**config.mk**
```make
export PLATFORM = sky130hd
export DESIGN_NAME = barrier_lane_arbiter_flat
export DESIGN_NICKNAME = d
export VERILOG_FILES = /design/src/rtl/barrier_lane_arbiter_if.sv /design/src/rtl/barrier_lane_arbiter.sv /design/src/flat_wrapper.sv
export SDC_FILE = /design/constraint.sdc
export NUM_CORES = 1
export LEC_CHECK = 0
export ABC_CLOCK_PERIOD_IN_PS = 3100
export CAP_MARGIN = 20
export CORE_MARGIN = 1.5
export CORE_UTILIZATION = 55
export DETAILED_ROUTE_END_ITERATION = 8
export DONT_BUFFER_PORTS = 1
export GPL_TIMING_DRIVEN = 0
export HOLD_SLACK_MARGIN = 0.03
export PLACE_DENSITY = 0.71
export SLEW_MARGIN = 10
export SYNTH_ARGS = -nofsm -noshare
export SYNTH_HDL_FRONTEND = slang
export SYNTH_SLANG_ARGS = --single-unit
```
**constraint.sdc**
```tcl
create_clock -name clk -period 3.1 [get_ports clk]
set_input_delay 0.31 -clock clk [delete_from_list [all_inputs] [get_ports clk]]
set_output_delay 0.31 -clock clk [all_outputs]
set_load 0.02 [all_outputs]
```
**src/rtl/barrier_lane_arbiter_if.sv**
```systemverilog
// Lane/barrier signal bundle for barrier_lane_arbiter.
// The master side drives lane requests and barrier/car status; the slave is the arbiter.
interface barrier_lane_arbiter_if #(
    parameter int CNT_W = 4
) ();
    logic             req_in;
    logic             req_out;
    logic             car;
    logic [1:0]       bar_state;
    logic             bar_up;
    logic             gnt_in;
    logic             gnt_out;
    logic [CNT_W-1:0] occupancy;
    logic             full;
    logic             reject_in;
    logic             reject_out;
    logic             timeout;

    modport master (
        output req_in, req_out, car, bar_state,
        input  bar_up, gnt_in, gnt_out, occupancy, full, reject_in, reject_out, timeout
    );

    modport slave (
        input  req_in, req_out, car, bar_state,
        output bar_up, gnt_in, gnt_out, occupancy, full, reject_in, reject_out, timeout
    );
endinterface

```
**src/rtl/barrier_lane_arbiter.sv**
```systemverilog
// Round-robin owner of the single parking barrier: grants a lane, sequences
// raise / wait-for-car / pass / close, and tracks lot occupancy.
module barrier_lane_arbiter #(
    parameter int CAPACITY    = 8,
    parameter int CNT_W       = 4,
    parameter int CAR_TIMEOUT = 50,
    parameter int CLEAR_HOLD  = 4
) (
    input  logic                   clk,
    input  logic                   R,
    barrier_lane_arbiter_if.slave  bus
);
    localparam int TMR_MAX = (CAR_TIMEOUT > CLEAR_HOLD) ? CAR_TIMEOUT : CLEAR_HOLD;
    localparam int TMR_W   = $clog2(TMR_MAX) + 1;
    localparam logic [TMR_W-1:0] TO_LAST   = TMR_W'(CAR_TIMEOUT - 1);
    localparam logic [TMR_W-1:0] HOLD_LAST = TMR_W'(CLEAR_HOLD - 1);
    localparam logic [CNT_W-1:0] CAP_V     = CNT_W'(CAPACITY);
    localparam logic [1:0] BAR_DOWN = 2'b00;
    localparam logic [1:0] BAR_UP   = 2'b10;

    typedef enum logic [2:0] {
        S_IDLE, S_OPENING, S_WAIT_CAR, S_PASSING, S_CLOSING
    } state_t;

    state_t           r_state, w_state_nxt;
    logic [TMR_W-1:0] r_cnt, w_cnt_nxt;
    logic             r_pend_in, r_pend_out, r_last_in;
    logic             r_bar_up, r_gnt_in, r_gnt_out, r_full;
    logic             r_rej_in, r_rej_out, r_timeout;
    logic [CNT_W-1:0] r_occ, w_occ_nxt;
    logic             w_pend_in_nxt, w_pend_out_nxt, w_last_in_nxt;
    logic             w_bar_up_nxt, w_gnt_in_nxt, w_gnt_out_nxt, w_full_nxt;

    // A pulse arriving this cycle is treated exactly like an already-latched request.
    logic w_eff_in, w_eff_out, w_idle_rdy, w_rej_in, w_rej_out;
    logic w_elig_in, w_elig_out, w_grant_in, w_grant_out, w_to, w_clear;

    assign w_eff_in    = r_pend_in  | bus.req_in;
    assign w_eff_out   = r_pend_out | bus.req_out;
    assign w_idle_rdy  = (r_state == S_IDLE) && (bus.bar_state == BAR_DOWN);
    assign w_rej_in    = w_idle_rdy & w_eff_in  & r_full;
    assign w_rej_out   = w_idle_rdy & w_eff_out & (r_occ == '0);
    assign w_elig_in   = w_idle_rdy & w_eff_in  & ~r_full;
    assign w_elig_out  = w_idle_rdy & w_eff_out & (r_occ != '0);
    // r_last_in=1 means entry was served last, so exit wins a tie.
    assign w_grant_out = w_elig_out & (~w_elig_in | r_last_in);
    assign w_grant_in  = w_elig_in & ~w_grant_out;
    assign w_to        = (r_state == S_WAIT_CAR) && !bus.car && (r_cnt == TO_LAST);
    assign w_clear     = (r_state == S_PASSING)  && !bus.car && (r_cnt == HOLD_LAST);

    always_ff @(posedge clk) begin
        if (R) begin
            r_state    <= S_IDLE;
            r_cnt      <= '0;
            r_pend_in  <= 1'b0;
            r_pend_out <= 1'b0;
            r_last_in  <= 1'b1;
            r_bar_up   <= 1'b0;
            r_gnt_in   <= 1'b0;
            r_gnt_out  <= 1'b0;
            r_occ      <= '0;
            r_full     <= 1'b0;
            r_rej_in   <= 1'b0;
            r_rej_out  <= 1'b0;
            r_timeout  <= 1'b0;
        end else begin
            r_state    <= w_state_nxt;
            r_cnt      <= w_cnt_nxt;
            r_pend_in  <= w_pend_in_nxt;
            r_pend_out <= w_pend_out_nxt;
            r_last_in  <= w_last_in_nxt;
            r_bar_up   <= w_bar_up_nxt;
            r_gnt_in   <= w_gnt_in_nxt;
            r_gnt_out  <= w_gnt_out_nxt;
            r_occ      <= w_occ_nxt;
            r_full     <= w_full_nxt;
            r_rej_in   <= w_rej_in;
            r_rej_out  <= w_rej_out;
            r_timeout  <= w_to;
        end
    end

    always_comb begin
        w_state_nxt = r_state;
        case (r_state)
            S_IDLE:     if (w_grant_in || w_grant_out) w_state_nxt = S_OPENING;
            S_OPENING:  if (bus.bar_state == BAR_UP)   w_state_nxt = S_WAIT_CAR;
            S_WAIT_CAR: if (bus.car)                   w_state_nxt = S_PASSING;
                        else if (w_to)                 w_state_nxt = S_CLOSING;
            S_PASSING:  if (w_clear)                   w_state_nxt = S_CLOSING;
            S_CLOSING:  if (bus.bar_state == BAR_DOWN) w_state_nxt = S_IDLE;
            default:                                   w_state_nxt = S_IDLE;
        endcase
    end

    always_comb begin
        w_cnt_nxt = '0;
        if (r_state == S_WAIT_CAR && !bus.car && !w_to)   w_cnt_nxt = r_cnt + 1'b1;
        if (r_state == S_PASSING && !bus.car && !w_clear) w_cnt_nxt = r_cnt + 1'b1;

        w_pend_in_nxt  = w_eff_in  & ~(w_grant_in  | w_rej_in);
        w_pend_out_nxt = w_eff_out & ~(w_grant_out | w_rej_out);
        w_last_in_nxt  = w_grant_in ? 1'b1 : (w_grant_out ? 1'b0 : r_last_in);

        w_bar_up_nxt  = (w_state_nxt == S_OPENING) || (w_state_nxt == S_WAIT_CAR) ||
                        (w_state_nxt == S_PASSING);
        w_gnt_in_nxt  = w_grant_in  | (r_gnt_in  & (w_state_nxt != S_IDLE));
        w_gnt_out_nxt = w_grant_out | (r_gnt_out & (w_state_nxt != S_IDLE));

        // Saturating guards stay even though eligibility already prevents overflow.
        w_occ_nxt = r_occ;
        if (w_clear) begin
            if (r_gnt_in && r_occ != CAP_V)   w_occ_nxt = r_occ + 1'b1;
            else if (r_gnt_out && r_occ != '0) w_occ_nxt = r_occ - 1'b1;
        end
        w_full_nxt = (w_occ_nxt == CAP_V);
    end

    assign bus.bar_up     = r_bar_up;
    assign bus.gnt_in     = r_gnt_in;
    assign bus.gnt_out    = r_gnt_out;
    assign bus.occupancy  = r_occ;
    assign bus.full       = r_full;
    assign bus.reject_in  = r_rej_in;
    assign bus.reject_out = r_rej_out;
    assign bus.timeout    = r_timeout;
endmodule

```
**src/flat_wrapper.sv**
```systemverilog
// flat-port wrapper written by rule: the top's interface ports become plain ports
module barrier_lane_arbiter_flat 
#(
    parameter int CAPACITY    = 8,
    parameter int CNT_W       = 4,
    parameter int CAR_TIMEOUT = 50,
    parameter int CLEAR_HOLD  = 4
)
  (clk, R, bus_req_in, bus_req_out, bus_car, bus_bar_state, bus_bar_up, bus_gnt_in, bus_gnt_out, bus_occupancy, bus_full, bus_reject_in, bus_reject_out, bus_timeout);
  barrier_lane_arbiter_if #(.CNT_W(CNT_W)) bus_i ();
  input  logic clk;
  input  logic R;
  input wire logic [$bits(bus_i.req_in)-1:0] bus_req_in;
  input wire logic [$bits(bus_i.req_out)-1:0] bus_req_out;
  input wire logic [$bits(bus_i.car)-1:0] bus_car;
  input wire logic [$bits(bus_i.bar_state)-1:0] bus_bar_state;
  output wire logic [$bits(bus_i.bar_up)-1:0] bus_bar_up;
  output wire logic [$bits(bus_i.gnt_in)-1:0] bus_gnt_in;
  output wire logic [$bits(bus_i.gnt_out)-1:0] bus_gnt_out;
  output wire logic [$bits(bus_i.occupancy)-1:0] bus_occupancy;
  output wire logic [$bits(bus_i.full)-1:0] bus_full;
  output wire logic [$bits(bus_i.reject_in)-1:0] bus_reject_in;
  output wire logic [$bits(bus_i.reject_out)-1:0] bus_reject_out;
  output wire logic [$bits(bus_i.timeout)-1:0] bus_timeout;
  assign bus_i.req_in = bus_req_in;
  assign bus_i.req_out = bus_req_out;
  assign bus_i.car = bus_car;
  assign bus_i.bar_state = bus_bar_state;
  assign bus_bar_up = bus_i.bar_up;
  assign bus_gnt_in = bus_i.gnt_in;
  assign bus_gnt_out = bus_i.gnt_out;
  assign bus_occupancy = bus_i.occupancy;
  assign bus_full = bus_i.full;
  assign bus_reject_in = bus_i.reject_in;
  assign bus_reject_out = bus_i.reject_out;
  assign bus_timeout = bus_i.timeout;
  barrier_lane_arbiter #(.CAPACITY(CAPACITY), .CNT_W(CNT_W), .CAR_TIMEOUT(CAR_TIMEOUT), .CLEAR_HOLD(CLEAR_HOLD)) u_core (.clk(clk), .R(R), .bus(bus_i));
endmodule
```
==> results.md <==
- Vertical die dimension: about 50 um
- Combinational family with the most area after synthesis: simple AND/OR/NAND/NOR gates
- Biggest register: u_core.r_cnt
- Share of synthesized flip-flops with an asynchronous set or reset: 0%
- Fill count: roughly 190
- Maximum resistive drop on vdd: between 200 and 300 uV
- Final layout net count: 160
- Crit-path cells: inv_1, ha_1, nor3b_1, nor4_2, o31a_1, nor4_2, a211oi_1
- Max FFs per register: 7
- Yosys top cell area share: between 30% and 40%
- Endpoint kind of the worst setup timing path: flip-flop
- Core Footprint: ~2000 um2
- Initial antenna violation count: 0
- P per Cell Area: 440 nW/um2
- Cell count after synthesis: 144
- Count of cells along the worst hold path: 2
- Synth Register Bits: 24
- CP most frequent cell: nor4_2
- Total of endpoints with negative setup slack in the final report: 0
- CTS tree: built
- Sinks on the clock net: 24
- Cell type with the highest aggregate area in the netlist: dfxtp_1
- Post-synthesis net count: about 160
- CP Data Arrival Time: 2450 ps
- Detailed Place HPWL: around 1.8 mm
- Standard-cell row count: 16
- Final std cell area, no fill: between 1000 and 1500 um2
- Reported leakage power: ~0.49 nW
- Drt wl/cell: 13.5 um
- Post-synthesis xor/xnor area fraction: roughly 5.7%
- Antenna Diode Count: 0
- Slowest cell on the critical path: dfxtp_1
- Vias in the first global route: between 900 and 1,000
- RSZ-0062 raised after global routing: false
- Total routing usage reported by global routing: between 20% and 30%
- Relative slew margins: about three fifths
- Shortest clock period the worst path allows after layout: 2260 ps
- Per-instance average area after synthesis: between 8 and 9 um2
- Number of levels in the clock H-tree: 1
- Worst hold path class: in -> reg
- Per-cell via count in the routed design: roughly 5.8
- Achievable Freq: roughly 440 MHz
- Part of the cycle the worst path needs: roughly 73%
- Most used flip-flop cell after synthesis: dfxtp_1
- Die ar.: between 2000 and 3000 um2
- Detailed Route WL: approximately 2.4 mm
- Total DRC errors in the routed layout: 0
- First-pass GRT wire length: between 4 and 5 mm
- Global-route congestion overflow total: 0
- Launching element type of the critical path: flip-flop
- Count of warnings emitted by yosys: 0
- Pin count of the biggest net entering global routing: 15
- CTS root buffer: clkbuf_4
- Remaining antenna violation count after routing: 0
- Sequential-to-total area share from yosys stat: between 30% and 40%
- Insertion delay to the later sink of the worst-skew pair: 320 ps
- Slew at the pin with the worst max-slew slack: about 600 ps
- Total standard cell area after synthesis: about 1200 um2
- Category of the most critical setup path: reg -> reg
- Num CTS Buffers: 3
- Count of pins over their slew limit: 0
- IO Pins: 18
- Number of maximum-capacitance constraint violations: 0
- Mux share of post-synthesis cell area: under 10%
- Number of flops mapped to enable cells by yosys: 0
- Unique cell type count in the Yosys netlist: 42
- Most area-consuming cells after synthesis: dfxtp_1 39%, nor2_1 8.3%, ha_1 4.1%
- Post-CTS Repair Setup Buffers: 0
- Floorplan die width: between 50 and 60 um
- Crit-path max cell delay: between 400 and 500 ps
- Placer's final routability congestion estimate: between 0.8 and 0.9
- Area fraction in compound gates after synthesis: roughly 15%
- Share of synthesized cell area in full adder, half adder and majority cells: 4.08%
- Standard cell area after detailed placement: 1260 um2
- Simple-gate area share of the yosys netlist: 29.7%
- Cell depth of the worst flop-to-flop path: 7
- Quantity of I/O buffers inserted on ports: 0
- Vias post-DR: just over 1,000
- Register cell area after layout: a little under 500 um2
- Total Neg Setup Slack: 0 ps
- CP required: 3290 ps
- Final-report hold violation count: 0
- Number of cells upsized or downsized after cts: 0
- Post-route clock skew: around 9.6 ps
- Detailed Routing Iterations Pass 1: 4
- Clk slew on worst S/H paths: about 140 ps
- Max FO, Critical Path: 8
- Share of layout cells above drive strength 1: around 7.4%
- Result of the run: finished clean
- Synth-to-Final Area Change: 7.03%
- Clock Path Buffers: 2
- Footprint of the multi-input gates: just under 700 um2
- Starting utilization of the core area: approximately three fifths
- Hold buffer count at cts: 0
- Drt initial violations: 15
-- final timing paths --
check	from	endpoint	slack, ps
max	u_core.bus.occupancy[0]	u_core.bus.gnt_in	840
min	bus_car	u_core.r_state[1]	180
max reg2reg	u_core.bus.occupancy[0]	u_core.bus.gnt_in	840
min reg2reg	u_core.r_cnt[0]	u_core.r_cnt[0]	480
-- cell families after synthesis --
| group | after synthesis |
|---|---|
| multiplexers | 2 |
| adder cells (fa/ha/maj) | 4 |
| AO/OA/AOI/OAI | 25 |
| buffers and inverters | 13 |
| AND/OR/NAND/NOR | 68 |
| flip-flops | 24 |
| XOR/XNOR | 8 |
-- synth_stat cells (2+ instances only) --
cell type  count
nand3_1        2
nand2_1        9
nor4b_1        2
dfxtp_1       24
xnor2_1        4
nand2b_1       5
inv_1          7
nor4_1         4
o21ai_0        6
a211oi_1       2
nor3_1         3
and3_1         4
ha_1           4
nor2_1        27
a21oi_1        7
clkbuf_1       4
nor4_2         2
xor2_1         4
-- cell type report --
type                            count  share of cell area, %
Buffer                              6                   2.57
Clock buffer                        3                   1.71
Clock inverter                      1                   2.29
Inverter                            7                   2.00
Multi-Input combinational cell    107                   52.3
Sequential cell                    24                   36.6
Tap cell                           27                   2.57
-- cell usage in the layout (no fill, tap or decap), types with 5 or more instances in the layout --
cell type  instances
nand2b_1           5
o21ai_0            6
a21oi_1            7
dfxtp_1           24
nand2_1            9
inv_1              7
nor2_1            27
-- metrics by stage --
stage               hold WS, ps  worst slack (ps)  total power, W  instances  util (%)
global placement            445               892        0.000356        171      62.4
finish                      175               842        0.000578        175      65.0
detailed placement          455               883        0.000357        171      62.4
floorplan                   430              1170        0.000350        144         -
global route                172               656        0.000596        175      65.0
CTS                         170               844        0.000583        175      65.0
-- critical path, delay by kind of cell (launching register included) --
| family | cells | cell delay [ps] |
|---|---|---|
| buffers and inverters | 1 | 150 |
| adders and majority gates | 1 | 250 |
| AOI/OAI and AO/OA | 2 | 310 |
| and+or+nand+nor | 3 | 960 |
| DFF | 1 | 460 |
-- layer usage --
layer / vias to the layer above / routed length, um / GRT usage (%)
li1: 511 / - / -
met1: 471 / 1170 / 28.5
met2: 21 / 1060 / 32.0
met3: 4 / 93 / 3.27
met4: 0 / 41 / 9.72
met5: - / 0 / 0
-- power by group --
group	switching (W)	internal, W	total [W]
logic	0.0000186	0.0000113	0.0000299
registers	0.00000644	0.000314	0.000321
clock network	0.0000967	0.000131	0.000227
No activity file was read; power rests on OpenSTA's default activity.
